$ cat src/rtl/online_test1_pkg.sv
// Shared constants, FSM state and mode encodings, accumulator record and result mux.
// Latency: n/a (types and a pure function only).
// Backpressure: n/a.
package online_test1_pkg;

    localparam int DW      = 4;
    localparam int OW      = 11;
    localparam int MAX_LEN = 8;

    // Accumulator widths, each sized to its worst case for an 8-sample frame.
    localparam int CNT_W   = 4;   // 0..8
    localparam int USUM_W  = 7;   // 0..120
    localparam int SSUM_W  = 8;   // -64..56 in two's complement
    localparam int SQ_W    = 8;   // 0..225 for a single square
    localparam int SQSUM_W = 11;  // 0..1800

    localparam logic [CNT_W-1:0] MAX_CNT = CNT_W'(MAX_LEN);

    typedef enum logic [1:0] {
        IDLE = 2'd0,
        IN   = 2'd1,
        OUT  = 2'd2
    } state_t;

    typedef enum logic [1:0] {
        MODE_USUM  = 2'd0,
        MODE_SSUM  = 2'd1,
        MODE_SQSUM = 2'd2,
        MODE_RANGE = 2'd3
    } mode_t;

    // Running statistics of the current frame. ssum holds raw two's complement bits.
    typedef struct packed {
        logic [CNT_W-1:0]   count;
        logic [USUM_W-1:0]  usum;
        logic [SSUM_W-1:0]  ssum;
        logic [SQSUM_W-1:0] sqsum;
        logic [DW-1:0]      maxv;
        logic [DW-1:0]      minv;
    } acc_t;

    // Select the statistic for the latched mode and extend it to the output width.
    function automatic logic [OW-1:0] frame_result(input mode_t m, input acc_t a);
        logic [OW-1:0] r;
        logic [DW-1:0] span;
        logic [7:0]    prod;
        span = a.maxv - a.minv;
        prod = {4'b0000, span} * {4'b0000, a.count};
        case (m)
            MODE_USUM:  r = {{(OW-USUM_W){1'b0}}, a.usum};
            MODE_SSUM:  r = {{(OW-SSUM_W){a.ssum[SSUM_W-1]}}, a.ssum};
            MODE_SQSUM: r = a.sqsum;
            MODE_RANGE: r = {{(OW-8){1'b0}}, prod};
            default:    r = '0;
        endcase
        return r;
    endfunction

endpackage

$ cat src/rtl/online_test1_if.sv
// Frame input / result output bundle between the stimulus side and the reduction unit.
// Latency: n/a (wiring only).
// Backpressure: none; input is valid-only and the result is a one-cycle strobe.
interface online_test1_if;
    import online_test1_pkg::*;

    logic          in_valid;
    logic [DW-1:0] in;
    logic [1:0]    mode;
    logic          out_valid;
    logic [OW-1:0] out;

    // Stimulus side drives the frame and observes the result.
    modport master (
        output in_valid,
        output in,
        output mode,
        input  out_valid,
        input  out
    );

    // Reduction unit consumes the frame and drives the result.
    modport slave (
        input  in_valid,
        input  in,
        input  mode,
        output out_valid,
        output out
    );

endinterface

$ cat src/rtl/online_test1_acc.sv
// Per-sample update of count, unsigned/signed sums, sum of squares, max and min.
// Latency: one cycle per sample (registered update on the sampling edge).
// Backpressure: none; samples past MAX_LEN are dropped and count saturates.
module online_test1_acc
    import online_test1_pkg::*;
(
    input  logic          clk,
    input  logic          rst_n,   // active-high synchronous reset
    input  logic          load,    // first sample of a frame: overwrite everything
    input  logic          accum,   // subsequent sample: fold into running values
    input  logic [DW-1:0] din,
    output acc_t          acc
);

    logic [SQ_W-1:0]   sq;
    logic [SSUM_W-1:0] sx;
    logic [USUM_W-1:0] ux;
    logic              sat;

    assign sq  = {4'b0000, din} * {4'b0000, din};
    assign sx  = {{(SSUM_W-DW){din[DW-1]}}, din};
    assign ux  = {{(USUM_W-DW){1'b0}}, din};
    assign sat = (acc.count >= MAX_CNT);

    // Start a fresh record on load, otherwise fold the sample in until the count saturates.
    always_ff @(posedge clk) begin
        if (rst_n) begin
            acc <= '0;
        end else if (load) begin
            acc.count <= CNT_W'(1);
            acc.usum  <= ux;
            acc.ssum  <= sx;
            acc.sqsum <= {{(SQSUM_W-SQ_W){1'b0}}, sq};
            acc.maxv  <= din;
            acc.minv  <= din;
        end else if (accum && !sat) begin
            acc.count <= acc.count + CNT_W'(1);
            acc.usum  <= acc.usum + ux;
            acc.ssum  <= acc.ssum + sx;
            acc.sqsum <= acc.sqsum + {{(SQSUM_W-SQ_W){1'b0}}, sq};
            if (din > acc.maxv) acc.maxv <= din;
            if (din < acc.minv) acc.minv <= din;
        end
    end

endmodule

$ cat src/rtl/online_test1.sv
// Streaming 4-bit reduction: one mode-selected statistic per frame of 1..8 nibbles.
// Latency: result strobe two edges after the edge that sampled the last nibble.
// Backpressure: none; in_valid while the result is pending is ignored.
module online_test1
    import online_test1_pkg::*;
(
    input  logic          clk,
    input  logic          rst_n,   // active-high synchronous reset despite the name
    online_test1_if.slave bus
);

    state_t state;
    state_t state_nxt;
    mode_t  mode_q;
    acc_t   acc;
    logic   load;
    logic   accum;

    logic          out_valid_q;
    logic [OW-1:0] out_q;

    online_test1_acc u_acc (
        .clk   (clk),
        .rst_n (rst_n),
        .load  (load),
        .accum (accum),
        .din   (bus.in),
        .acc   (acc)
    );

    // State register.
    always_ff @(posedge clk) begin
        if (rst_n) state <= IDLE;
        else       state <= state_nxt;
    end

    // Frame sequencing: first sample loads, following samples accumulate, drop of in_valid closes.
    always_comb begin
        state_nxt = state;
        load      = 1'b0;
        accum     = 1'b0;
        case (state)
            IDLE: begin
                if (bus.in_valid) begin
                    load      = 1'b1;
                    state_nxt = IN;
                end
            end
            IN: begin
                if (bus.in_valid) accum     = 1'b1;
                else              state_nxt = OUT;
            end
            OUT: begin
                state_nxt = IDLE;
            end
            default: begin
                state_nxt = IDLE;
            end
        endcase
    end

    // Mode is captured only with the first sample so mid-frame changes have no effect.
    always_ff @(posedge clk) begin
        if (rst_n)     mode_q <= MODE_USUM;
        else if (load) mode_q <= mode_t'(bus.mode);
    end

    // Registered result strobe; out is forced to zero whenever no result is presented.
    always_ff @(posedge clk) begin
        if (rst_n) begin
            out_valid_q <= 1'b0;
            out_q       <= '0;
        end else if (state == OUT) begin
            out_valid_q <= 1'b1;
            out_q       <= frame_result(mode_q, acc);
        end else begin
            out_valid_q <= 1'b0;
            out_q       <= '0;
        end
    end

    assign bus.out_valid = out_valid_q;
    assign bus.out       = out_q;

endmodule

$ cat src/flat_wrapper.sv
// flat-port wrapper written by rule: the top's interface ports become plain ports
module online_test1_flat import online_test1_pkg::*;
  (clk, rst_n, bus_in_valid, bus_in, bus_mode, bus_out_valid, bus_out);
  online_test1_if bus_i ();
  input  logic clk;
  input  logic rst_n;
  input wire logic [$bits(bus_i.in_valid)-1:0] bus_in_valid;
  input wire logic [$bits(bus_i.in)-1:0] bus_in;
  input wire logic [$bits(bus_i.mode)-1:0] bus_mode;
  output wire logic [$bits(bus_i.out_valid)-1:0] bus_out_valid;
  output wire logic [$bits(bus_i.out)-1:0] bus_out;
  assign bus_i.in_valid = bus_in_valid;
  assign bus_i.in = bus_in;
  assign bus_i.mode = bus_mode;
  assign bus_out_valid = bus_i.out_valid;
  assign bus_out = bus_i.out;
  online_test1 u_core (.clk(clk), .rst_n(rst_n), .bus(bus_i));
endmodule
$ cat config.mk
export PLATFORM = sky130hd
export DESIGN_NAME = online_test1_flat
export DESIGN_NICKNAME = d
export VERILOG_FILES = /design/src/rtl/online_test1_pkg.sv /design/src/rtl/online_test1_if.sv /design/src/rtl/online_test1_acc.sv /design/src/rtl/online_test1.sv /design/src/flat_wrapper.sv
export SDC_FILE = /design/constraint.sdc
export NUM_CORES = 1
export LEC_CHECK = 0
export ABC_AREA = 1
export CORE_MARGIN = 2
export CORE_UTILIZATION = 55
export DETAILED_ROUTE_END_ITERATION = 6
export GPL_ROUTABILITY_DRIVEN = 0
export PLACE_DENSITY = 0.78
export SLEW_MARGIN = 20
export SYNTH_ARGS = -nofsm -noshare
export SYNTH_HDL_FRONTEND = slang
export SYNTH_SLANG_ARGS = --single-unit
export TNS_END_PERCENT = 100
$ cat constraint.sdc
create_clock -name clk -period 3.4 [get_ports clk]
set_input_delay 0.68 -clock clk [delete_from_list [all_inputs] [get_ports clk]]
set_output_delay 0.68 -clock clk [all_outputs]
set_load 0.02 [all_outputs]
==> results.py, run 1 <==
metrics = {
    "clock_network": {
        "cts_buffer_depth": 2,
        "cts_tree": "yes",
        "cts.sinks": 54,
        "clock_tree.root_cell": "clkbuf_8",
        "cts_buffers": 5,
        "clkTransAtPathRegs_ns": 0.12,
        "hold_buffers": 0,
        "clkLatencyLatePin_ns": 0.33,
        "cts_max_level": 2,
    },
    "routing": {
        "drtPass1Iterations": 5,
        "wl_per_cell_um": 14.3,
        "drt-initial-drc-count": 297,
        "vias": 4099,
        "routed_via_density": 5.52,
        "antenna_left": 0,
        "drc": 0,
        "drt-total-wl_um": 10600,
    },
    "die": {
        "start_util": 0.565,
        "dieArea_mm2": 0.00807,
        "die_width_um": 89.9,
        "placeableCoreArea_mm2": 0.00718,
        "dieHeight_um": 89.9,
        "rows": 31,
        "io_pins": 21,
    },
    "sta": {
        "tns_ns": 0,
        "rsz0062_at_grt": "true",
        "final_max_slew_viol_count": 0,
        "layout_setup_ws_ns": 0.00333,
        "tightest_slew_ns": 0.503,
        "fmax_mhz": 294,
        "finalHoldViolations": 0,
        "hold_slack_ns": 0.499,
        "min_period_ns": 3.40,
        "skew_ns": 0.0144,
        "setup_viol": 0,
        "fin_crit_sh": 0.999,
        "slew_headroom": 0.663,
    },
    "outcome": {
        "status": "complete, no violations",
    },
    "placement": {
        "place.port_buffers": 20,
        "dp_hpwl_um": 8190,
        "placed_cells": 734,
        "post-place-ws_ns": -0.206,
    },
    "power_and_ir_drop": {
        "total_power_uw": 1570,
        "power.leakage_uw": 0.00227,
        "vdd_drop_max_v": 0.000164,
        "power_density_mw_per_mm2": 338,
    },
    "yosys": {
        "syn_inst": 608,
        "async_flop_share": 0,
        "synth-warning-count": 0,
        "syn-cell-area_mm2": 0.00405,
        "synth_flop_cell": "dfxtp_1",
        "synth_nets": 671,
        "seq_area_frac_synth": 0.267,
        "ys_ff_latch": 54,
        "synth_cell_types": 34,
        "synth_edf_count": 0,
        "synth.avg_cell_area_um2": 6.67,
    },
    "critical_path": {
        "cp.required_ns": 3.66,
        "cp_max_fo": 2,
        "worstSetupPathType": "register to register",
        "critical_path.startpoint": "u_core.u_acc.acc[4]",
        "r2r-start": "u_core.u_acc.acc[4]",
        "end_kind": "register",
        "r2r.worst_path.cells": 18,
        "startpoint_type": "register",
        "worstPathArrival_ns": 3.65,
    },
    "run": {
        "drv_cap": 0,
    },
    "cells_and_area": {
        "drive_gt1_frac": 0.107,
        "area_growth_pct": 14.8,
        "layoutNonFillerInstCount": 743,
        "finalNetCount": 706,
        "antennaDiodeCount": 0,
        "final.fill_count": 640,
    },
    "global_routing": {
        "antenna_found_initial": 0,
        "track_usage": 0.272,
        "grt_start_max_net_pins": 28,
        "grt_pass1_wl_um": 18000,
        "grt_pass1_vias": 4026,
        "grt.overflow.total": 0,
    },
    "min_path": {
        "hold_path_startpoint": "u_core.u_acc.acc[17]",
        "whs_path_depth": 2,
        "hold_class": "register to register",
    },
}
[layout make-up]
type,count,area (um2),area share
inverter,97,365,0.0785
timing repair buffer,38,335,0.0721
tap,99,124,0.0266
multi-input combinational,447,2650,0.570
clock buffer,5,68.8,0.0148
clock inverter,3,26.3,0.00565
sequential,54,1080,0.233
[state kept, by name, indices dropped and copies added (netlist names)]
register	flops
u_core.u_acc.acc	38
u_core.bus.out	11
u_core.mode_q	2
u_core.state	2
u_core.bus.out_valid	1
[synth_stat cells (all sizes together), types with 3 or more instances]
cell type / n / area [um2]
xnor2: 3 / 26.3
or2: 4 / 25.0
fa: 8 / 160
nor3: 3 / 20.0
clkbuf: 6 / 23.8
ha: 46 / 576
a31oi: 10 / 62.6
inv: 96 / 360
a21oi: 53 / 265
buf: 4 / 37.5
o21ai: 20 / 100
nand2: 174 / 661
nand3b: 6 / 45.0
dfxtp: 54 / 1080
nor2: 54 / 210
nand3: 47 / 260
nand4: 6 / 37.5
[report_power, final]
part           total, uW  switching [uW]  internal [uW]
Sequential           699            32.8            666
Combinational        475             285            190
Clock                400             248            153
Total               1570             566           1010
[stage by stage]
stage	utilization	instance area (um2)
6_report	0.648	4650
5_1_grt	0.648	4650
4_1_cts	0.642	4600
3_5_place_dp	0.622	4470
3_3_place_gp	0.622	4470
2_1_floorplan	-	4080
[final timing paths]
check             slack (ns)                end
hold / removal          0.50  u_core.bus.out[9]
hold reg to reg         0.50  u_core.bus.out[9]
setup reg to reg       0.003  u_core.bus.out[6]
setup / recovery       0.003  u_core.bus.out[6]
[cells in the final DEF, fill, tap and decap left out, drive strengths merged, types with 3 or more instances in the layout]
cell and count:
nor2 54, inv 98, buf 18, nor3 3, nand3b 6, fa 8
nand2 174, nand4 6, or2 4, o21ai 20, clkbuf 5, nand3 47
clkdlybuf4s50 20, ha 46, dfxtp 54, a21oi 53, a31oi 10, xnor2 3
[logic make-up (layout without fill, tap and decap cells)]
| logic type | count (synthesis) | after routing | share of synthesized area |
|---|---|---|---|
| flops | 54 | 54 | 0.267 |
| simple gates | 297 | 297 | 0.315 |
| fa+ha+maj | 54 | 54 | 0.181 |
| xor+xnor | 5 | 5 | 0.0108 |
| compound gates | 91 | 91 | 0.121 |
| buf+inv | 107 | 143 | 0.105 |
[per-layer routing]
metal,GRT usage,wire [um],share of wire
met1,0.326,4380,0.41
met2,0.471,5100,0.48
met3,0.0469,799,0.075
met4,0.136,365,0.034
met5,0,0,0
[worst max-delay path, stage by stage, from the launching register on]
cell,delay (ns)
dfxtp_2,0.34
inv_2,0.06
ha_4,0.12
inv_2,0.03
fa_2,0.34
xnor2_2,0.14
or2_4,0.23
fa_1,0.50
inv_2,0.04
fa_1,0.53
inv_2,0.05
fa_2,0.33
inv_2,0.07
nand2_2,0.06
a21oi_2,0.16
nor2_1,0.07
nand2_1,0.07
nand3_2,0.08
a21oi_2,0.14
[what timing repair did]
action | 4_1_cts | 5_1_grt
gates resized for setup | 13 | 9
buffers inserted | 0 | 1
setup endpoints to repair | 4 | 5
pin swaps | 11 | 9
Note: power is estimated with default switching activity, not from simulation.
==> run 2: changes to the inputs <==
- RECOVER_POWER: not set -> 50
==> results.py, run 2 (synthesized netlist as in run 1, its figures left out) <==
metrics = {
    "outcome": {
        "status": "complete, no violations",
    },
    "die": {
        "dieArea_mm2": 0.00807,
        "start_util": 0.565,
        "die_width_um": 89.9,
        "dieHeight_um": 89.9,
        "io_pins": 21,
        "placeableCoreArea_mm2": 0.00718,
        "rows": 31,
    },
    "routing": {
        "vias": 4076,
        "drc": 0,
        "wl_per_cell_um": 14.4,
        "drt-total-wl_um": 10700,
        "drtPass1Iterations": 5,
        "drt-initial-drc-count": 335,
        "routed_via_density": 5.49,
        "antenna_left": 0,
    },
    "clock_network": {
        "clkTransAtPathRegs_ns": 0.12,
        "cts.sinks": 54,
        "cts_buffers": 5,
        "cts_max_level": 2,
        "cts_tree": "yes",
        "clock_tree.root_cell": "clkbuf_8",
        "cts_buffer_depth": 2,
        "hold_buffers": 0,
        "clkLatencyLatePin_ns": 0.33,
    },
    "power_and_ir_drop": {
        "power.leakage_uw": 0.00230,
        "vdd_drop_max_v": 0.000163,
        "power_density_mw_per_mm2": 339,
    },
    "critical_path": {
        "cp_max_fo": 2,
        "worstPathArrival_ns": 3.65,
        "cp.required_ns": 3.66,
        "worstSetupPathType": "register to register",
        "startpoint_type": "register",
        "end_kind": "register",
    },
    "cells_and_area": {
        "area_growth_pct": 14.3,
        "top_register": "u_core.u_acc.acc",
        "antennaDiodeCount": 0,
        "drive_gt1_frac": 0.102,
        "final.fill_count": 643,
        "layout.cells.most_common": "nand2_1",
        "largest_reg_flops": 38,
        "final_cell_mix": "nand2_1, inv_1, nor2_1, dfxtp_1, a21oi_1",
        "stdcell_area_mm2": 0.00463,
        "finalNetCount": 706,
    },
    "global_routing": {
        "track_usage": 0.272,
        "grt_start_max_net_pins": 28,
        "grt.overflow.total": 0,
        "grt_pass1_vias": 4026,
        "grt_pass1_wl_um": 18000,
        "antenna_found_initial": 0,
    },
    "sta": {
        "finalHoldViolations": 0,
        "final_max_slew_viol_count": 0,
        "hold_slack_ns": 0.500,
        "fmax_mhz": 295,
        "setup_viol": 0,
        "rsz0062_at_grt": "true",
        "slew_headroom": 0.271,
        "fin_crit_sh": 0.998,
        "min_period_ns": 3.39,
        "skew_ns": 0.0147,
        "tightest_slew_ns": 1.09,
    },
    "min_path": {
        "hold_class": "register to register",
    },
    "placement": {
        "dp_hpwl_um": 8190,
        "dpl_cell_area_mm2": 0.00447,
        "place.port_buffers": 20,
    },
    "run": {
        "drv_cap": 0,
    },
}
==> run 2: cell count changes in the layout (fill, tap and decap cells not counted) <==
cell	previous run	this run
dlygate4sd3_1	0	14
clkinv_2	1	0
nor2_2	3	2
nand3_4	2	1
clkbuf_1	0	1
clkdlybuf4s50_1	20	6
clkinvlp_2	0	1
nand3_1	42	43
nor2_1	51	52
buf_4	18	17
==> run 2: layout make-up <==
cell class | instances | area [um2] | area share
Sequential cell | 54 | 1080 | 0.234
Timing Repair Buffer | 38 | 332 | 0.0715
Inverter | 97 | 365 | 0.0788
Multi-Input combinational cell | 447 | 2640 | 0.569
Clock buffer | 5 | 68.8 | 0.0148
Tap cell | 99 | 124 | 0.0267
Clock inverter | 3 | 26.3 | 0.00567
==> run 2: timing repair <==
action / CTS / global route
buffers inserted: 0 / 1
endpoints found under the setup margin: 4 / 5
pin swaps: 11 / 9
resized for setup: 13 / 9
==> run 2: report_power, final <==
group	total (uW)	leakage [uW]	internal, uW	switching (uW)
sequential	699	0.000442	666	32.8
combinational	473	0.00181	189	284
clock	400	0.0000491	152	247
==> run 2: worst paths after layout <==
check / start / endpoint / slack (ns) / depth (start not counted)
worst min register to register: u_core.u_acc.acc[17] / u_core.bus.out[9] / 0.50 / 2
worst max register to register: u_core.u_acc.acc[4] / u_core.bus.out[6] / 0.005 / 18
worst max-delay path: u_core.u_acc.acc[4] / u_core.bus.out[6] / 0.005 / 18
worst min-delay path: u_core.u_acc.acc[17] / u_core.bus.out[9] / 0.50 / 2
==> run 2: worst max-delay path, cell delays in order (launching register included) <==
cell,delay (ns)
dfxtp_2,0.34
inv_2,0.06
ha_4,0.12
inv_2,0.03
fa_2,0.34
xnor2_2,0.14
or2_4,0.23
fa_1,0.50
inv_2,0.04
fa_1,0.53
inv_2,0.05
fa_2,0.33
inv_2,0.07
nand2_2,0.06
a21oi_2,0.16
nor2_1,0.07
nand2_1,0.07
nand3_2,0.08
a21oi_2,0.14
==> run 2: through the flow <==
step           std cells  utilization  setup TNS, ns  power, uW  worst slack, ns
5_1_grt              743        0.646         -0.719       1670           -0.161
3_5_place_dp         734        0.622         -0.458       1170           -0.206
2_1_floorplan        608            -              0       1030           0.0104
4_1_cts              742        0.642        -0.0168       1570          -0.0168
6_report             743        0.646              0       1570          0.00517
3_3_place_gp         734        0.622        -0.0232       1150          -0.0232
==> run 2: layer usage <==
layer	vias to the layer above	part of all wire	GRT usage
met5	-	0	0
met4	0	0.033	0.136
met3	28	0.064	0.0469
met2	126	0.48	0.471
met1	1896	0.42	0.326
li1	2026	-	-
==> RTL edit 1: new RTL, flow settings as in run 1 <==
Re-encode `state_t` (3 states) as one-hot, 3 bits wide.
--- a/src/rtl/online_test1_pkg.sv
+++ b/src/rtl/online_test1_pkg.sv
@@ -17,8 +17,8 @@
     localparam logic [CNT_W-1:0] MAX_CNT = CNT_W'(MAX_LEN);
 
-    typedef enum logic [1:0] {
-        IDLE = 2'd0,
-        IN   = 2'd1,
-        OUT  = 2'd2
+    typedef enum logic [2:0] {
+        IDLE = 3'b001,
+        IN   = 3'b010,
+        OUT  = 3'b100
     } state_t;
 
Behaviour: same outputs for any inputs over 4 cycles, from zero or initial values and one cycle with rst_n high; so few cycles prove little.
==> RTL edit 1 against run 1 <==
  * Wire length up 3.6%
  * Global-route usage fell by 0.82 points
  * Power up 1.9%
  * Sequential cell count grew 1
  * Synthesized area is 2.7% higher
  * Worst setup slack got worse by 0.045 ns
  * Combinational power grew 2%
  * Count of clock-buffer cells in the layout unchanged
  * First-iteration DRC count up 30%
  * The flow now finishes with violations (negative setup slack)
  * Design area rose by 2.2%
==> RTL edit 1: results (changes against run 1) <==
status = finished, violations left
failing checks = negative setup slack
WL final = 11020 µm (+3.6%)
WP data arrival = 3.72 ns (+0.07 ns)
Adder-Cell Fraction of Synth Area = 17.68% (-0.47 points)
GRT met3 Usage = 3.320% (-1.4 points)
vias in the first global route = 3806 (-5.5%)
GRT Util Overall = 26.40% (-0.82 points)
Synth area leaders = dfxtp_1, nand2_1, ha_1, inv_1, nand3_1
GR Util met1 = 34.03% (+1.4 points)
met3 wire length = 712 µm (-11%)
Final setup viols = 3 (+3)
DR WL met2 = 5450 µm (+7.0%)
Compound-Gate Fraction of Synth Area = 11.88% (-0.19 points)
Layout fillers = 664 (+3.8%)
routed via count = 4256 (+3.8%)
Final #Nets = 727 (+3.0%)
Starting DRT DRC Count = 386 (+30%)
net switching power = 576.4 µW (+1.9%)
TNS Setup = -0.09856 ns (-0.09856 ns)
xor/xnor share of the synthesized area = 1.263% (+0.18 points)
Slew headroom = 68.66% (+2.4 points)
met1 wire length = 4667 µm (+6.6%)
worst vdd ir = 0.2331 mV (+42%)
Commonest cells post-synth = nand2_1, inv_1, nand3_1
crit-path max cell delay = 0.56 ns (+0.03 ns)
P_comb = 483 µW (+2%)
CP max stage cell = fa_2
final worst slack = -0.04134 ns (-0.04467 ns)
==> RTL edit 1: changes by cell type in the layout (fill, tap and decap cells not counted), moves of 3 or more <==
cell	run 1	this run
a21oi_1	47	50
nand2_1	170	174
nand3b_1	6	2
nand3_1	42	58
buf_4	18	21
==> RTL edit 1: final cells by class <==
type / instances / area, µm² / area share, %
Multi-Input combinational cell: 460 / 2680 / 56.34
Sequential cell: 55 / 1104 / 23.20
Inverter: 100 / 377.9 / 7.943
Timing Repair Buffer: 42 / 371.6 / 7.812
Tap cell: 99 / 123.9 / 2.604
Clock buffer: 5 / 68.82 / 1.447
Clock inverter: 3 / 31.28 / 0.6575
==> RTL edit 1: through the flow <==
stage | cell area, µm² | cells | setup WS, ns | total power [µW] | utilization (%)
3_3_place_gp | 4588 | 755 | -0.07517 | 1166 | 62.92
5_1_grt | 4757 | 764 | -0.1229 | 1697 | 65.24
3_5_place_dp | 4588 | 755 | -0.1458 | 1180 | 62.92
6_report | 4757 | 764 | -0.04134 | 1604 | 65.24
2_1_floorplan | 4183 | 625 | 0.01315 | 1035 | -
4_1_cts | 4722 | 764 | 0.002383 | 1596 | 64.76
==> RTL edit 1: repair_timing <==
action | 4_1_cts | 5_1_grt
buffers inserted | 1 | 0
hold buffers | 0 | 0
pin swaps | 7 | 6
gates resized for setup | 10 | 9
endpoints found under the setup margin | 4 | 7
==> RTL edit 1: path summary, 6_finish.rpt <==
check                                      endpoint                start  slack (ns)  cells after the start
worst max register to register    u_core.bus.out[5]  u_core.u_acc.acc[4]       -0.04                     18
worst min-delay path            u_core.u_acc.acc[1]  u_core.u_acc.acc[1]        0.50                      2
worst max-delay path              u_core.bus.out[5]  u_core.u_acc.acc[4]       -0.04                     18
worst min register to register  u_core.u_acc.acc[1]  u_core.u_acc.acc[1]        0.50                      2
==> RTL edit 2: new RTL, settings of run 1 <==
Without the edit above. `MAX_LEN`: 8 -> 7.
--- a/src/rtl/online_test1_pkg.sv
+++ b/src/rtl/online_test1_pkg.sv
@@ -6,5 +6,5 @@
     localparam int DW      = 4;
     localparam int OW      = 11;
-    localparam int MAX_LEN = 8;
+    localparam int MAX_LEN = 7;
 
     // Accumulator widths, each sized to its worst case for an 8-sample frame.
Behaviour: same outputs for any inputs over 4 cycles, from zero or initial values and one cycle with rst_n high; that may be too few to reach the edited logic, so the function may still have changed.
==> RTL edit 2 against run 1 <==
  * Final cell count shrank 1.2%
  * Utilization decreased by 0.52 points
  * Worst setup slack improved by 0.0082 ns
  * Wire length decreased by 8.2%
  * Sequential cell count stayed put
  * Design area fell by 1.3%
  * Synthesized area fell by 1.7%
  * Power shrank 0.54%
==> RTL edit 2: results (changes against run 1) <==
status = complete, no violations
DR WL met2 = 4611 µm (-9.5%)
syn_nets = 663 (-1.2%)
Place WS = -0.1935 ns (+0.01300 ns)
GR Util met1 = 34.56% (+1.9 points)
hold_sp = u_core.state[1]
xor/xnor share of the synthesized area = 1.758% (+0.68 points)
Synth area leaders = dfxtp_1, nand2_1, ha_1, inv_1, a21oi_1
Clock Skew = 0.009514 ns (-0.004910 ns)
Commonest cells post-synth = nand2_1, inv_1, nor2_1
R2R cell count = 16 (-2)
worst hold path depth = 1 (-1)
largest net degree at the start of global routing = 23 (-18%)
post-DR vias/cell = 5.290 (-4.1%)
sequential share of the synthesized area = 27.13% (+0.46 points)
first-pass GRT wire length = 16190 µm (-10%)
Non-clk bufs = 39 (+2.6%)
GRT Util Overall = 26.18% (-1.0 points)
met1 wire length = 4467 µm (+2.0%)
multi-input combinational area share = 56.28% (-0.67 points)
Slew headroom = 65.30% (-1.0 points)
Layout fillers = 656 (+2.5%)
inverter count = 94 (-3.1%)
post-DP HPWL = 7533 µm (-8.0%)
Placed Cells = 722 (-1.6%)
post-synthesis cell type count = 35 (+2.9%)
Compound-Gate Fraction of Synth Area = 11.96% (-0.11 points)
WL/cell = 13.30 µm (-7.1%)
vias in the first global route = 3520 (-13%)
GRT met3 Usage = 3.878% (-0.82 points)
Multi-input comb cells = 440 (-1.6%)
Finished Layout Cells = 734 (-1.2%)
Final #Nets = 695 (-1.6%)
Hold Path End = u_core.state[1]
layout cells sized above 1 = 11.02% (+0.31 points)
GR Layer Usage met2 = 43.57% (-3.5 points)
met3 wire length = 473 µm (-41%)
RTL edit 2: how the worst max path moves through the flow:
| stage | endpoint | slack, ns | from | cells after the start |
|---|---|---|---|---|
| 5_1_grt | u_core.bus.out[6] | -0.11 | u_core.u_acc.acc[4] | 16 |
| 3_3_place_gp | u_core.bus.out[4] | -0.02 | u_core.u_acc.acc[4] | 15 |
| 3_5_place_dp | u_core.bus.out[4] | -0.19 | u_core.u_acc.acc[4] | 15 |
| 6_report | u_core.bus.out[6] | 0.01 | u_core.u_acc.acc[4] | 16 |
| 4_1_cts | u_core.bus.out[6] | -0.05 | u_core.u_acc.acc[4] | 16 |
| 2_1_floorplan | u_core.bus.out[4] | 0.04 | u_core.u_acc.acc[4] | 15 |
RTL edit 2: power breakdown:
part	internal, µW	switching, µW	total, µW	leakage (µW)
Sequential	666	30.7	697	0.000442
Combinational	196	279	475	0.00180
Clock	153	241	394	0.0000502
Total	1020	550	1570	0.00229
